[src/rtl/serial_subtractor_if.sv]
// serial_subtractor_if: start/busy/done handshake and operand/result bus for serial_subtractor
// Signals: start, a, b, bin driven by the master; busy, done, diff, bout, ovf driven by the slave.
// Modports: master (requester), slave (subtractor).
interface serial_subtractor_if #(
    parameter int WIDTH = 8
);
    logic             start;
    logic [WIDTH-1:0] a;
    logic [WIDTH-1:0] b;
    logic             bin;
    logic             busy;
    logic             done;
    logic [WIDTH-1:0] diff;
    logic             bout;
    logic             ovf;
    modport master (output start, a, b, bin, input busy, done, diff, bout, ovf);
    modport slave  (input start, a, b, bin, output busy, done, diff, bout, ovf);
endinterface

[src/rtl/serial_subtractor.sv]
// serial_subtractor: digit-serial a - b - bin over WIDTH bits, DIGIT bits per clock
// Ports: clk (rising edge), rst_n (async active-low), bus (serial_subtractor_if.slave):
//   start/a/b/bin in, busy/done/diff/bout/ovf out. done pulses one cycle; diff/bout/ovf
//   hold until the next completion.
module serial_subtractor #(
    parameter int WIDTH = 8,
    parameter int DIGIT = 1
) (
    input logic                  clk,
    input logic                  rst_n,
    serial_subtractor_if.slave   bus
);
    localparam int N  = WIDTH / DIGIT;
    localparam int CW = (N > 1) ? $clog2(N) : 1;
    if (WIDTH < 1 || DIGIT < 1 || WIDTH % DIGIT != 0) begin : g_bad
        $error("serial_subtractor: WIDTH must be a positive multiple of DIGIT");
    end
    typedef enum logic {IDLE, RUN} state_t;
    state_t           state_q;
    logic [WIDTH-1:0] a_q, b_q, r_q, diff_q;
    logic             brw_q, busy_q, done_q, bout_q, ovf_q;
    logic [CW-1:0]    cnt_q;
    logic [DIGIT:0]   s;
    logic [WIDTH+DIGIT-1:0] rs;
    logic [WIDTH-1:0] r_d;
    logic             msb_bin_d;
    always_comb begin
        s  = {1'b0, a_q[DIGIT-1:0]} - {1'b0, b_q[DIGIT-1:0]} - {{DIGIT{1'b0}}, brw_q};
        // New digit enters at the MSB end; the concat keeps WIDTH==DIGIT legal.
        rs = {s[DIGIT-1:0], r_q};
        r_d = rs[WIDTH+DIGIT-1:DIGIT];
        // Borrow into the top bit of the digit, recovered from d = a ^ b ^ borrow_in.
        msb_bin_d = s[DIGIT-1] ^ a_q[DIGIT-1] ^ b_q[DIGIT-1];
    end
    always_ff @(posedge clk or negedge rst_n) begin
        if (!rst_n) begin
            state_q <= IDLE;
            a_q     <= '0;
            b_q     <= '0;
            r_q     <= '0;
            diff_q  <= '0;
            brw_q   <= 1'b0;
            busy_q  <= 1'b0;
            done_q  <= 1'b0;
            bout_q  <= 1'b0;
            ovf_q   <= 1'b0;
            cnt_q   <= '0;
        end else begin
            done_q <= 1'b0;
            if (state_q == IDLE) begin
                if (bus.start) begin
                    a_q     <= bus.a;
                    b_q     <= bus.b;
                    brw_q   <= bus.bin;
                    cnt_q   <= '0;
                    busy_q  <= 1'b1;
                    state_q <= RUN;
                end
            end else begin
                a_q   <= a_q >> DIGIT;
                b_q   <= b_q >> DIGIT;
                r_q   <= r_d;
                brw_q <= s[DIGIT];
                cnt_q <= cnt_q + CW'(1);
                if (cnt_q == CW'(N - 1)) begin
                    diff_q  <= r_d;
                    bout_q  <= s[DIGIT];
                    ovf_q   <= msb_bin_d ^ s[DIGIT];
                    busy_q  <= 1'b0;
                    done_q  <= 1'b1;
                    state_q <= IDLE;
                end
            end
        end
    end
    assign bus.busy = busy_q;
    assign bus.done = done_q;
    assign bus.diff = diff_q;
    assign bus.bout = bout_q;
    assign bus.ovf  = ovf_q;
endmodule
[src/flat_wrapper.sv]
// flat-port wrapper written by rule: the top's interface ports become plain ports
module serial_subtractor_flat 
#(
    parameter int WIDTH = 8,
    parameter int DIGIT = 1
)
  (clk, rst_n, bus_start, bus_a, bus_b, bus_bin, bus_busy, bus_done, bus_diff, bus_bout, bus_ovf);
  serial_subtractor_if #(.WIDTH(WIDTH)) bus_i ();
  input logic clk;
  input logic rst_n;
  input wire logic [$bits(bus_i.start)-1:0] bus_start;
  input wire logic [$bits(bus_i.a)-1:0] bus_a;
  input wire logic [$bits(bus_i.b)-1:0] bus_b;
  input wire logic [$bits(bus_i.bin)-1:0] bus_bin;
  output wire logic [$bits(bus_i.busy)-1:0] bus_busy;
  output wire logic [$bits(bus_i.done)-1:0] bus_done;
  output wire logic [$bits(bus_i.diff)-1:0] bus_diff;
  output wire logic [$bits(bus_i.bout)-1:0] bus_bout;
  output wire logic [$bits(bus_i.ovf)-1:0] bus_ovf;
  assign bus_i.start = bus_start;
  assign bus_i.a = bus_a;
  assign bus_i.b = bus_b;
  assign bus_i.bin = bus_bin;
  assign bus_busy = bus_i.busy;
  assign bus_done = bus_i.done;
  assign bus_diff = bus_i.diff;
  assign bus_bout = bus_i.bout;
  assign bus_ovf = bus_i.ovf;
  serial_subtractor #(.WIDTH(WIDTH), .DIGIT(DIGIT)) u_core (.clk(clk), .rst_n(rst_n), .bus(bus_i));
endmodule
[config.mk]
export PLATFORM = sky130hd
export DESIGN_NAME = serial_subtractor_flat
export DESIGN_NICKNAME = d
export VERILOG_FILES = /design/src/rtl/serial_subtractor_if.sv /design/src/rtl/serial_subtractor.sv /design/src/flat_wrapper.sv
export SDC_FILE = /design/constraint.sdc
export NUM_CORES = 1
export LEC_CHECK = 0
export ABC_AREA = 1
export CAP_MARGIN = 20
export CORE_ASPECT_RATIO = 1.25
export CORE_MARGIN = 1.5
export CORE_UTILIZATION = 48
export CTS_BUF_LIST = sky130_fd_sc_hd__clkbuf_8
export CTS_CLUSTER_DIAMETER = 60
export DETAILED_ROUTE_END_ITERATION = 8
export MAX_ROUTING_LAYER = met4
export PLACE_DENSITY_LB_ADDON = 0.2
export SLEW_MARGIN = 30
export SYNTH_ARGS = -nofsm -noshare
export SYNTH_HDL_FRONTEND = slang
export SYNTH_SLANG_ARGS = --single-unit
[constraint.sdc]
create_clock -name clk -period 1.49 [get_ports clk]
set_clock_uncertainty 0.1 [all_clocks]
set_input_delay 0.3725 -clock clk [delete_from_list [all_inputs] [get_ports clk]]
set_output_delay 0.3725 -clock clk [all_outputs]
set_load 0.01 [all_outputs]
==> impl_metrics.csv, run 1 <==
group,metric,value,unit
outcome,outcome,"complete, but fails checks",
drt,routed_wl,3220,um
worst_setup_path,reg2regPathDepth,7,
drt,route.detailed.drc,0,
clock_network,path_clk_slew,0.07,ns
worst_setup_path,crit_path_max_incr_delay,0.62,ns
sta,finalHoldViolCount,0,
cells_and_area,stdcell_count,269,
clock_network,cts_made_buffers,5,
global_routing,grt-ovfl-total,0,
worst_setup_path,cpMostUsedCell,"nand2_1",
sta,max_freq,648,MHz
placed_design,numPortBuffers,31,
sta,timing.final.crit_share,1.04,
worst_setup_path,critPathSlowestCell,"fa_2",
outcome,violations,"setup timing",
cells_and_area,nets,252,
cells_and_area,layout_commonest_cell,"nand2_1",
drt,drt_iter0_drc,40,
global_routing,grt_first_pass_wirelength,5630,um
placed_design,hpwl,2410,um
worst_setup_path,endpoint_kind,"register",
cells_and_area,design_area,2280,um^2
cells_and_area,final_core_util,0.653,
hold_path,hold_depth,2,
drt,wl_per_cell,12.0,um
drt,vias,1337,
global_routing,antenna_found_initial,0,
cells_and_area,multi_input_area,623,um^2
floorplanning,die_h,70.2,um
sta,fin_tns_setup,-0.0528,ns
cells_and_area,final_cell_mix,"nand2_1 (77), dfrtp_1 (40), clkdlybuf4s50_1 (18), nand3_1 (12), dlygate4sd2_1 (12)",
job,max-cap-violations,0,
clock_network,post-cts-setup-buffer-count,0,
placed_design,gp_congestion,0.788,
sta,drv_slew,0,
synth,synth_area_per_cell,9.48,um^2
sta,setup_slack,-0.0528,ns
clock_network,cts_tree,"done",
synth,synth_fp_nets,206,
cells_and_area,area_delta_synth_final,31.1,%
worst_setup_path,crit_fanout,4,
sta,worstMarginPinSlew,0.434,ns
synth,ys_ff_latch,40,
cells_and_area,antenna_cells,0,
floorplanning,row_count,24,
worst_setup_path,worstPathRequired,1.62,ns
power,leakagePower,1.14,nW
hold_path,min_path_type,"reg -> reg",
clock_network,cts_buffer_depth,2,
cells_and_area,drive_gt1_frac,0.174,
sta,period_minus_slack,1.54,ns
global_routing,first_global_vias,1292,
sta,maxSlewHeadroom,0.710,
global_routing,gr-usage-all-layers,0.184,
floorplanning,io_pins,32,
worst_setup_path,path_cells,"fa_2, inv_2, nand2_1, nand2_1, nand2_1, nand3_1, nand2_1",
placed_design,postPlaceCellArea,2170,um^2
floorplanning,dieArea,3990,um^2
sta,setup_viol,1,
synth,seq_area_frac_synth,0.577,
synth,synth_area,1740,um^2
floorplanning,dieWidth,56.8,um
clock_network,htree_num_levels,2,
clock_network,clock_sinks,40,
worst_setup_path,arrival,1.67,ns
worst_setup_path,crit_path_start_kind,"register",
floorplanning,start_util,0.498,
placed_design,dp_cells,260,
sta,rsz0062_at_grt,"true",
global_routing,grt_max_degree,25,
clock_network,root_buffer,"clkbuf_8",
global_routing,use_met2,0.298,
cells_and_area,nFillCells,296,
synth,ys_types,19,
floorplanning,core,3480,um^2
global_routing,use_met3,0.0500,
power,p_per_area,2020,nW/um^2
global_routing,busiest_layer,"met2",
synth,ys.warnings.count,0,
drt,drtAntennaViolNets,0,
clock_network,clk_latency,0.29,ns
cells_and_area,seqCellArea,1000,um^2
global_routing,grtUsageMet1,0.227,
synth,synth_cells,183,
power,ir_drop,1.35,mV
drt,drt_first_pass_iters,4,
worst_setup_path,worstSetupPathType,"reg -> reg",
drt,routed_via_density,4.97,
==> metrics by stage <==
stage                     power (mW)  worst slack (ns)  hold slack, ns
after floorplan                 3.10           0.00154         -0.0231
after global placement          3.76           -0.0911           0.225
after detailed placement        3.86            -0.108           0.235
after CTS                       4.65           -0.0466           0.382
after global routing            4.97            -0.118           0.401
final                           4.60           -0.0528           0.377
==> sequential cells by signal, summed over array words and instances (netlist names), 3 cells and up <==
name	count
u_core.b_q	8
u_core.cnt_q	3
u_core.a_q	8
u_core.bus.diff	8
u_core.r_q	7
==> repair_timing <==
item                       in CTS  in global routing
resized for setup              13                  0
hold endpoints to repair       16                  0
setup endpoints to repair      13                  2
hold buffers                    1                  0
pin swaps                       2                  0
==> metal layers <==
metal | wire length (um) | vias up
li1 | - | 671
met1 | 1470 | 636
met2 | 1620 | 28
met3 | 124 | 2
met4 | 12 | 0
met5 | 0 | -
==> synth_stat cells <==
master    number  area share
a22o_1         3       0.015
buf_2          1      0.0029
buf_4          1      0.0043
buf_6          4       0.026
dfrtp_1       40        0.58
fa_1           1       0.012
ha_1           2       0.014
inv_1         13       0.028
inv_2          2      0.0043
nand2_1       77        0.17
nand2_4        1      0.0065
nand3_1       12       0.035
nor2_1         3      0.0065
nor2_4         2       0.013
o211ai_1       2      0.0086
o211ai_2       2       0.014
o21ai_0        5       0.014
o21ai_1        4       0.012
o21ai_2        8       0.040
==> power breakdown <==
part	switching, mW	internal, mW
Combinational	1.02	0.901
Sequential	0.275	1.54
Clock	0.373	0.495
==> worst max-delay path, delay by kind of cell, from the launching register on <==
family / cells / cell delay (ns)
fa+ha+maj: 1 / 0.62
flops: 1 / 0.41
buf+inv: 1 / 0.05
simple gates: 5 / 0.31
==> cell type report <==
| class | count | area share |
|---|---|---|
| Sequential cell | 40 | 0.440 |
| Multi-Input combinational cell | 122 | 0.274 |
| Timing Repair Buffer | 45 | 0.191 |
| Clock inverter | 3 | 0.0187 |
| Clock buffer | 5 | 0.0302 |
| Inverter | 15 | 0.0247 |
| Tap cell | 39 | 0.0214 |
==> path summary, 6_finish.rpt <==
kind	from	to	slack [ns]
max in group asynchronous	rst_n	u_core.b_q[4]$_DFFE_PN0P_	0.37
setup / recovery	u_core.brw_q$_DFFE_PN0P_	u_core.bus.ovf$_DFFE_PN0P_	-0.05
hold / removal	u_core.bus.diff[6]$_DFFE_PN0P_	u_core.bus.diff[6]$_DFFE_PN0P_	0.38
hold reg to reg	u_core.bus.diff[6]$_DFFE_PN0P_	u_core.bus.diff[6]$_DFFE_PN0P_	0.38
setup reg to reg	u_core.brw_q$_DFFE_PN0P_	u_core.bus.ovf$_DFFE_PN0P_	-0.05
min in group asynchronous	rst_n	u_core.bus.diff[7]$_DFFE_PN0P_	0.46
==> cell families after synthesis <==
| kind of cell | after synthesis | synth area share |
|---|---|---|
| simple gates | 95 | 0.227 |
| flops | 40 | 0.577 |
| compound gates | 24 | 0.105 |
| buf+inv | 21 | 0.0656 |
| fa+ha+maj | 3 | 0.0260 |
Note: power is estimated with default switching activity, not from simulation.
==> run 2: changes to the inputs <==
--- a/config.mk
+++ b/config.mk
@@ -15,6 +15,7 @@
 export DETAILED_ROUTE_END_ITERATION = 8
 export MAX_ROUTING_LAYER = met4
 export PLACE_DENSITY_LB_ADDON = 0.2
+export SKIP_LAST_GASP = 1
 export SLEW_MARGIN = 30
 export SYNTH_ARGS = -nofsm -noshare
 export SYNTH_HDL_FRONTEND = slang
==> results of run 2 <==
Final layout, timing and power as in run 1 (identical DEF).
